**src/rtl/vend_pkg.sv**
```systemverilog
// rtl/vend_pkg.sv - shared state, fail-code and price constants for dispense_ctrl
package vend_pkg;

  typedef enum logic [2:0] {
    S_IDLE,
    S_CHECK,
    S_DEBIT,
    S_VEND,
    S_DONE,
    S_FAIL
  } state_t;

  localparam logic [1:0] FC_NONE    = 2'b00;
  localparam logic [1:0] FC_INVALID = 2'b01;
  localparam logic [1:0] FC_CREDIT  = 2'b10;
  localparam logic [1:0] FC_STOCK   = 2'b11;

  localparam logic [3:0] RETURN_KEY = 4'hF;

  localparam logic [5:0] PRICE_NONE = 6'd0;
  localparam logic [5:0] PRICE_LOW  = 6'd15;
  localparam logic [5:0] PRICE_MID  = 6'd20;
  localparam logic [5:0] PRICE_HIGH = 6'd25;

  localparam logic [3:0] STOCK_INIT = 4'd10;
  localparam int         NUM_ITEMS  = 12;

endpackage

```
**src/rtl/price_rom.sv**
```systemverilog
// rtl/price_rom.sv - combinational item key to nickel price lookup (0 = not vendable)
module price_rom
  import vend_pkg::*;
(
  input  logic [3:0] key,
  output logic [5:0] price
);

  always_comb begin
    price = PRICE_NONE;
    if (key != RETURN_KEY) begin
      case (key[3:2])
        2'd0:    price = PRICE_LOW;
        2'd1:    price = PRICE_MID;
        2'd2:    price = PRICE_HIGH;
        default: price = PRICE_NONE;
      endcase
    end
  end

endmodule

```
**src/rtl/dispense_ctrl.sv**
```systemverilog
// rtl/dispense_ctrl.sv - price check, nickel debit and timed motor drive; STOCK_TRACK_EN adds per-item stock
module dispense_ctrl
  import vend_pkg::*;
#(
  parameter int MOTOR_CYCLES = 25000000,
  parameter int MCNT_W       = 25
) (
  input  logic       clk,
  input  logic       reset_n,
  input  logic       enable,
  input  logic [3:0] item_key,
  input  logic [5:0] coin_count,
`ifdef STOCK_TRACK_EN
  input  logic       restock,
`endif
  output logic       down,
  output logic       vend_on,
  output logic [3:0] vend_sel,
  output logic       busy,
  output logic       succeed,
  output logic       fail,
  output logic [1:0] fail_code
);

  state_t            state_q, state_d;
  logic [3:0]        key_q, key_d;
  logic [MCNT_W-1:0] cnt_q, cnt_d;
  logic [1:0]        fcode_q, fcode_d;
  logic              down_q, down_d;
  logic              vend_on_q, vend_on_d;
  logic [3:0]        vend_sel_q, vend_sel_d;
  logic              busy_q, busy_d;
  logic              succeed_q, succeed_d;
  logic              fail_q, fail_d;
  logic [1:0]        fail_code_q, fail_code_d;
  logic [5:0]        price;
  logic              stock_empty;

  price_rom u_price_rom (
    .key   (key_q),
    .price (price)
  );

`ifdef STOCK_TRACK_EN
  logic [3:0] stock_q [16];
  logic [3:0] stock_d [16];

  assign stock_empty = (stock_q[key_q] == 4'd0);

  always_comb begin
    stock_d = stock_q;
    if (state_q == S_IDLE && restock) begin
      for (int i = 0; i < 16; i++) stock_d[i] = (i < NUM_ITEMS) ? STOCK_INIT : 4'd0;
    end else if (state_q == S_DONE && stock_q[key_q] != 4'd0) begin
      stock_d[key_q] = stock_q[key_q] - 4'd1;
    end
  end

  always_ff @(posedge clk) begin
    if (!reset_n) begin
      for (int i = 0; i < 16; i++) stock_q[i] <= (i < NUM_ITEMS) ? STOCK_INIT : 4'd0;
    end else begin
      stock_q <= stock_d;
    end
  end
`else
  assign stock_empty = 1'b0;
`endif

  // Outputs follow the current state one cycle late; busy also covers the
  // result-pulse cycle so an enable there is not taken.
  always_comb begin
    state_d     = state_q;
    key_d       = key_q;
    cnt_d       = cnt_q;
    fcode_d     = fcode_q;
    down_d      = (state_q == S_DEBIT);
    vend_on_d   = (state_q == S_VEND);
    vend_sel_d  = (state_q == S_VEND) ? key_q : 4'd0;
    succeed_d   = (state_q == S_DONE);
    fail_d      = (state_q == S_FAIL);
    fail_code_d = (state_q == S_FAIL) ? fcode_q : fail_code_q;

    case (state_q)
      S_IDLE: begin
        if (enable && !busy_q) begin
          key_d   = item_key;
          state_d = S_CHECK;
        end
      end
      S_CHECK: begin
        if (price == PRICE_NONE) begin
          fcode_d = FC_INVALID;
          state_d = S_FAIL;
        end else if (coin_count < price) begin
          fcode_d = FC_CREDIT;
          state_d = S_FAIL;
        end else if (stock_empty) begin
          fcode_d = FC_STOCK;
          state_d = S_FAIL;
        end else begin
          cnt_d   = MCNT_W'(price);
          state_d = S_DEBIT;
        end
      end
      S_DEBIT: begin
        if (cnt_q == MCNT_W'(1)) begin
          cnt_d   = MCNT_W'(MOTOR_CYCLES);
          state_d = S_VEND;
        end else begin
          cnt_d = cnt_q - MCNT_W'(1);
        end
      end
      S_VEND: begin
        if (cnt_q == MCNT_W'(1)) begin
          cnt_d   = '0;
          state_d = S_DONE;
        end else begin
          cnt_d = cnt_q - MCNT_W'(1);
        end
      end
      S_DONE:  state_d = S_IDLE;
      S_FAIL:  state_d = S_IDLE;
      default: state_d = S_IDLE;
    endcase

    busy_d = (state_d != S_IDLE) || (state_q == S_DONE) || (state_q == S_FAIL);
  end

  always_ff @(posedge clk) begin
    if (!reset_n) begin
      state_q     <= S_IDLE;
      key_q       <= '0;
      cnt_q       <= '0;
      fcode_q     <= FC_NONE;
      down_q      <= 1'b0;
      vend_on_q   <= 1'b0;
      vend_sel_q  <= '0;
      busy_q      <= 1'b0;
      succeed_q   <= 1'b0;
      fail_q      <= 1'b0;
      fail_code_q <= FC_NONE;
    end else begin
      state_q     <= state_d;
      key_q       <= key_d;
      cnt_q       <= cnt_d;
      fcode_q     <= fcode_d;
      down_q      <= down_d;
      vend_on_q   <= vend_on_d;
      vend_sel_q  <= vend_sel_d;
      busy_q      <= busy_d;
      succeed_q   <= succeed_d;
      fail_q      <= fail_d;
      fail_code_q <= fail_code_d;
    end
  end

  assign down      = down_q;
  assign vend_on   = vend_on_q;
  assign vend_sel  = vend_sel_q;
  assign busy      = busy_q;
  assign succeed   = succeed_q;
  assign fail      = fail_q;
  assign fail_code = fail_code_q;

endmodule

```
**config.mk**
```make
export PLATFORM = sky130hd
export DESIGN_NAME = dispense_ctrl
export DESIGN_NICKNAME = d
export VERILOG_FILES = /design/src/rtl/vend_pkg.sv /design/src/rtl/price_rom.sv /design/src/rtl/dispense_ctrl.sv
export SDC_FILE = /design/constraint.sdc
export NUM_CORES = 1
export LEC_CHECK = 0
export CAP_MARGIN = 15
export CORE_ASPECT_RATIO = 0.7
export CORE_MARGIN = 10
export CORE_UTILIZATION = 51
export DETAILED_ROUTE_END_ITERATION = 6
export GPL_TIMING_DRIVEN = 0
export MAX_ROUTING_LAYER = met4
export PLACE_DENSITY_LB_ADDON = 0.1
export SETUP_SLACK_MARGIN = 0.1
export SYNTH_ARGS = -nofsm -noshare
export SYNTH_HDL_FRONTEND = slang
export SYNTH_HIERARCHICAL = 1
export SYNTH_SLANG_ARGS = --single-unit
```
**constraint.sdc**
```tcl
create_clock -name clk -period 2.7 [get_ports clk]
set_input_delay 0.54 -clock clk [delete_from_list [all_inputs] [get_ports clk]]
set_output_delay 0.54 -clock clk [all_outputs]
set_load 0.03 [all_outputs]
```
==> flow_metrics.py, run 1 <==
metrics = {
    "clock_tree": {
        "cts_buffer_depth": 2,
        "clock-sinks": 45,
        "cts_buffers": 5,
        "htreeDepth": 2,
        "cts_tree": "built",
        "cts_root_buf": "clkbuf_8",
        "path_clk_slew_ns": 0.09,
        "clk_latency_ns": 0.30,
    },
    "cells_and_area": {
        "final_layout_size_suffix_gt1_share_pct": 18.5,
        "final_cell_mix": "dfxtp_1, nor2_1, clkdlybuf4s50_1",
        "multiInputGateArea_sq_um": 1620,
        "fillers": 395,
        "final_common_cell": "dfxtp_1",
        "design_area_sq_um": 3220,
        "post-route-util_pct": 67.2,
        "final_nets": 382,
        "area_delta_synth_final_pct": 26.8,
        "seqCellArea_sq_um": 910,
        "diodes": 0,
    },
    "pwr": {
        "p_leak_nw": 1.29,
        "powerDensity_nw_per_um2": 909,
        "ir_worst_vdd_v": 0.000506,
        "power.total_w": 0.00292,
    },
    "timing": {
        "period_minus_slack_ns": 2.60,
        "finClkSkew_ns": 0.00597,
        "max_freq_mhz": 385,
        "holdWs_ns": 0.467,
        "worst-slew-pin-transition_ns": 0.973,
        "hold_viol": 0,
        "relSlewSlack_pct": 34.6,
        "finalCritPeriodShare_pct": 96.1,
        "grt_setup_unrepaired": "yes",
        "slew_violations": 0,
        "setup-violations-final": 0,
    },
    "floorplanning": {
        "io-pin-count": 24,
        "die_y_microns": 79,
        "core_sq_um": 4780,
        "fp.dieW_microns": 104,
        "rows": 21,
        "dieArea_sq_um": 8240,
        "start_util_pct": 53.0,
    },
    "global_route": {
        "grt_pass1_vias": 2212,
        "gr-total-overflow": 0,
        "grt_util_all_layers_pct": 16.4,
        "grt_pass1_wl_mm": 11.0,
        "grt_max_degree": 17,
        "antenna_found_initial": 0,
    },
    "yosys": {
        "syn_area_sq_um": 2540,
        "synth_flop_cell": "dfxtp_1",
        "synth-edff-count": 0,
        "syn_inst": 313,
        "yosys_register_bits": 45,
        "synth_warnings": 6,
        "syn_area_per_cell_sq_um": 8.10,
        "syn-num-nets": 339,
        "async_flop_share_pct": 0,
        "synth_cell_types": 58,
        "synth-seq-area-share_pct": 35.5,
    },
    "placed_design": {
        "port_buffers": 23,
        "gp_congestion": 0.953,
        "dpl_cell_area_sq_um": 2860,
        "place_hpwl_mm": 4.87,
    },
    "setup_path": {
        "cp-end-kind": "flop",
        "worstRegToRegCells": 12,
        "cp.arrival_ns": 2.80,
        "rrSetupSlack_ns": 0.10,
        "r2r_end": "cnt_q[21]",
        "crit_fanout": 6,
        "rr_startpoint": "key_q[2]",
        "critPathKind": "reg -> reg",
        "required_ns": 2.90,
        "startpoint_type": "flop",
    },
    "drt": {
        "first_pass_iters": 5,
        "first_iter_violations": 254,
        "ant_nets": 0,
        "wl_mm": 7.16,
        "via_per_inst": 5.99,
        "vias": 2550,
        "wl_per_cell_microns": 16.8,
        "drc_errors": 0,
    },
    "outcome": {
        "status": "finished, final reports clean",
    },
    "worst_hold_path": {
        "hold_end": "fail_code[1]",
        "min_path_cells": 2,
        "worstHoldStart": "fail_code[1]",
        "hold_class": "reg -> reg",
    },
    "run": {
        "maxCapViolCount": 0,
    },
}
## worst max-delay path by stage
stage                endpoint      from  slack, ns  depth (start not counted)
CTS                 cnt_q[21]  key_q[2]       0.11                         14
detailed placement   cnt_q[8]  key_q[2]      -0.64                         14
floorplan           cnt_q[20]  key_q[2]       0.13                         14
finish              cnt_q[21]  key_q[2]       0.10                         12
global placement    cnt_q[20]  key_q[2]      -0.57                         14
global route        cnt_q[21]  key_q[2]    -0.0007                         14
## where the power goes
| group | internal, W | total, W | switching, W |
|---|---|---|---|
| Combinational | 0.000633 | 0.00163 | 0.000997 |
| Clock | 0.000189 | 0.000441 | 0.000252 |
| Sequential | 0.000755 | 0.000853 | 0.0000979 |
| Total | 0.00158 | 0.00292 | 0.00135 |
## registers in the layout (all words and copies together), names as in the netlist
| name | cells |
|---|---|
| vend_sel | 4 |
| key_q | 4 |
| state_q | 3 |
| down | 1 |
| fail | 1 |
| busy | 1 |
| fcode_q | 2 |
| vend_on | 1 |
| fail_code | 2 |
| cnt_q | 25 |
| succeed | 1 |
## cell type report
| type | instances | area share, % |
|---|---|---|
| flip-flops and latches | 45 | 28.3 |
| repair buffers | 36 | 10.3 |
| clock buffers | 5 | 2.14 |
| plain buffers | 15 | 3.39 |
| well taps | 69 | 2.68 |
| inverters | 15 | 1.91 |
| clock inverters | 3 | 0.778 |
| multi-input cells | 238 | 50.5 |
## layer usage
layer  vias up  share of wire (%)  GRT usage, %
li1       1226                  -             -
met1      1189                 46          23.3
met2       127                 43          22.3
met3         8                9.6          4.35
met4         0               0.88          3.74
met5         -                  0             -
## stage by stage
step / setup slack (ns) / std cells / TNS, ns
floorplan: 0.132 / 313 / 0
CTS: 0.112 / 419 / 0
global route: -0.000696 / 426 / -0.000696
finish: 0.104 / 426 / 0
global placement: -0.566 / 405 / -8.64
detailed placement: -0.638 / 405 / -10.53
## synth_stat cells (6+ instances only)
cell type  number  area, sq um
a211oi_1        6         45.0
a21oi_1        19         95.1
a31oi_1         8         50.1
clkbuf_1        6         22.5
dfxtp_1        45          901
ha_1           13          163
inv_1          14         52.6
nand2_1        21         78.8
nand3_1        10         50.1
nor2_1         40          150
nor3_1         12         60.1
nor4_1         10         62.6
o21ai_0        22          110
## critical path, stage by stage (launching register included)
cell	delay, ns
dfxtp_4	0.40
ha_1	0.22
a311oi_2	0.33
buf_4	0.17
buf_4	0.11
nor2_1	0.05
and3_1	0.21
nor2_1	0.28
a211oi_2	0.11
buf_4	0.19
buf_6	0.13
o21bai_1	0.14
a21o_1	0.15
## cells by family (layout without fill, tap and decap cells)
logic type | count (synthesis) | in the layout | share of synthesized area (%)
other | 1 | 1 | 0.148
muxes | 4 | 4 | 1.58
AOI/OAI and AO/OA | 87 | 87 | 22.7
buffers and inverters | 30 | 74 | 5.97
and+or+nand+nor | 130 | 130 | 26.6
xor gates and xnor gates | 3 | 3 | 1.04
adders and majority gates | 13 | 13 | 6.41
DFF | 45 | 45 | 35.5
## repair_timing
action,in CTS,in global routing
gates cloned,1,0
hold buffers,0,0
pin swaps,3,11
setup buffers,5,7
gates resized for setup,15,33
endpoints found under the setup margin,30,29
Note: power is estimated with default switching activity, not from simulation.
==> inputs of run 2 (changes only) <==
Settings changed: ABC_AREA set to 0.
==> results of run 2 <==
No change in the layout: final DEF, timing and power equal those of run 1.
==> inputs of run 3 (changes only) <==
Settings changed: ABC_AREA 0 to not set, CORE_UTILIZATION 51 to 37.
==> run 3 against run 2 <==
Against the previous run: cell area rose by 4.1%; critical path depth fell by 3; wire length rose by 3.9%; utilization fell by 17 points; non-clock buffer count rose by 5; global-route usage fell by 2.0 points; critical endpoint is now cnt_q[0].
==> flow_metrics.py, run 3 (synthesized netlist as in run 1, its figures left out) <==
metrics = {
    "clock_tree": {
        "cts_root_buf": "clkbuf_8",
        "clk_latency_ns": 0.30,
        "path_clk_slew_ns": 0.09,
        "clock-sinks": 45,
        "cts_buffer_depth": 2,
        "cts_buffers": 5,
        "cts_tree": "built",
        "htreeDepth": 2,
    },
    "setup_path": {
        "crit_fanout": 4,
        "startpoint_type": "flop",
        "required_ns": 2.90,
        "cp.arrival_ns": 2.72,
        "cp-end-kind": "flop",
        "critPathKind": "reg -> reg",
    },
    "drt": {
        "ant_nets": 0,
        "wl_mm": 7.43,
        "wl_per_cell_microns": 16.3,
        "drc_errors": 0,
        "via_per_inst": 5.41,
        "first_iter_violations": 200,
        "first_pass_iters": 5,
        "vias": 2466,
    },
    "cells_and_area": {
        "largest_reg_flops": 25,
        "final_common_cell": "dfxtp_1",
        "instances_no_fill": 456,
        "diodes": 0,
        "final_nets": 387,
        "final_layout_size_suffix_gt1_share_pct": 21.0,
        "regMostFlops": "cnt_q",
        "area_delta_synth_final_pct": 32.0,
        "final_cell_mix": "dfxtp_1, nor2_1, clkdlybuf4s50_1",
    },
    "pwr": {
        "ir_worst_vdd_v": 0.000373,
        "power_frac_comb_pct": 53.1,
        "p_leak_nw": 1.34,
        "p_int_w": 0.00180,
        "pwr-share-seq_pct": 27.3,
        "powerDensity_nw_per_um2": 940,
        "p_switching_w": 0.00135,
        "swShare_pct": 42.9,
        "p_clk_share_pct": 19.6,
        "power.total_w": 0.00315,
    },
    "worst_hold_path": {
        "hold_class": "reg -> reg",
    },
    "global_route": {
        "grt_pass1_wl_mm": 12.0,
        "grt_util_all_layers_pct": 14.4,
        "grt_max_degree": 16,
        "antenna_found_initial": 0,
        "grt_pass1_vias": 2286,
        "gr-total-overflow": 0,
    },
    "timing": {
        "period_minus_slack_ns": 2.52,
        "finClkSkew_ns": 0.00556,
        "finalCritPeriodShare_pct": 93.3,
        "fin_tns_setup_ns": 0,
        "relSlewSlack_pct": 34.9,
        "grt_setup_unrepaired": "yes",
        "worst-slew-pin-transition_ns": 0.969,
        "slew_violations": 0,
        "setup-violations-final": 0,
        "max_freq_mhz": 397,
        "hold_viol": 0,
    },
    "placed_design": {
        "dp_cells": 430,
        "gp_congestion": 0.884,
        "port_buffers": 23,
        "place_hpwl_mm": 5.24,
    },
    "floorplanning": {
        "die_y_microns": 89.3,
        "core_sq_um": 6690,
        "dieArea_sq_um": 10600,
        "fp.dieW_microns": 119,
        "rows": 25,
        "start_util_pct": 37.9,
        "io-pin-count": 24,
    },
    "run": {
        "maxCapViolCount": 0,
    },
    "outcome": {
        "status": "finished, final reports clean",
    },
}
## run 3: area by class of cell
| type | instances | area, sq um |
|---|---|---|
| clock inverter | 3 | 68.8 |
| inverter | 15 | 61.3 |
| clock buffer | 5 | 68.8 |
| multi-input combinational | 238 | 1640 |
| tap | 94 | 118 |
| fill | 677 | 3350 |
| buffer | 15 | 109 |
| sequential | 45 | 911 |
| timing repair buffer | 41 | 369 |
## run 3: power groups by stage
stage | registers (W) | logic, W | clock network (W)
final | 0.000859 | 0.00167 | 0.000616
after global placement | 0.000857 | 0.00143 | 0
after CTS | 0.000845 | 0.00151 | 0.000640
after floorplan | 0.000846 | 0.00109 | 0
after global routing | 0.000877 | 0.00183 | 0.000672
after detailed placement | 0.000857 | 0.00142 | 0
## run 3: timing repair
item                       in CTS  in global routing
setup endpoints to repair      30                 26
resized for setup              20                 32
cloned                          1                  0
hold endpoints to repair        0                  0
hold buffers                    0                  0
pin swaps                       3                 10
setup buffers                   7                 10
## run 3: critical path: stages (launching register included)
cell	delay, ns
dfxtp_2	0.34
inv_2	0.07
ha_1	0.15
or4b_4	0.50
or4_4	0.59
nor2_4	0.15
buf_4	0.13
nor2_1	0.06
a221o_1	0.30
o211a_1	0.12
## run 3: routing by layer
metal	up-vias	part of all wire [%]	routed length (microns)	global-route usage (%)
li1	1241	-	-	-
met1	1148	54	4000	21.3
met2	72	38	2840	18.9
met3	5	7.3	544	3.22
met4	0	0.61	45	3.43
met5	-	0	0	-
## run 3: worst paths after layout
path | start | end | slack (ns) | depth (start not counted)
worst min-delay path | fail_code[0] | fail_code[0] | 0.46 | 2
worst min register to register | fail_code[0] | fail_code[0] | 0.46 | 2
worst max-delay path | cnt_q[1] | cnt_q[0] | 0.18 | 9
worst max register to register | cnt_q[1] | cnt_q[0] | 0.18 | 9
## run 3: stage by stage
step	cell area [sq um]	hold WS (ns)	util, %	setup WS (ns)
detailed placement	2890	0.451	43.2	-0.726
global route	3350	0.482	50.0	0.0287
CTS	3160	0.467	47.1	0.102
finish	3350	0.461	50.0	0.182
global placement	2890	0.450	43.2	-0.706
floorplan	2540	0.435	-	0.132
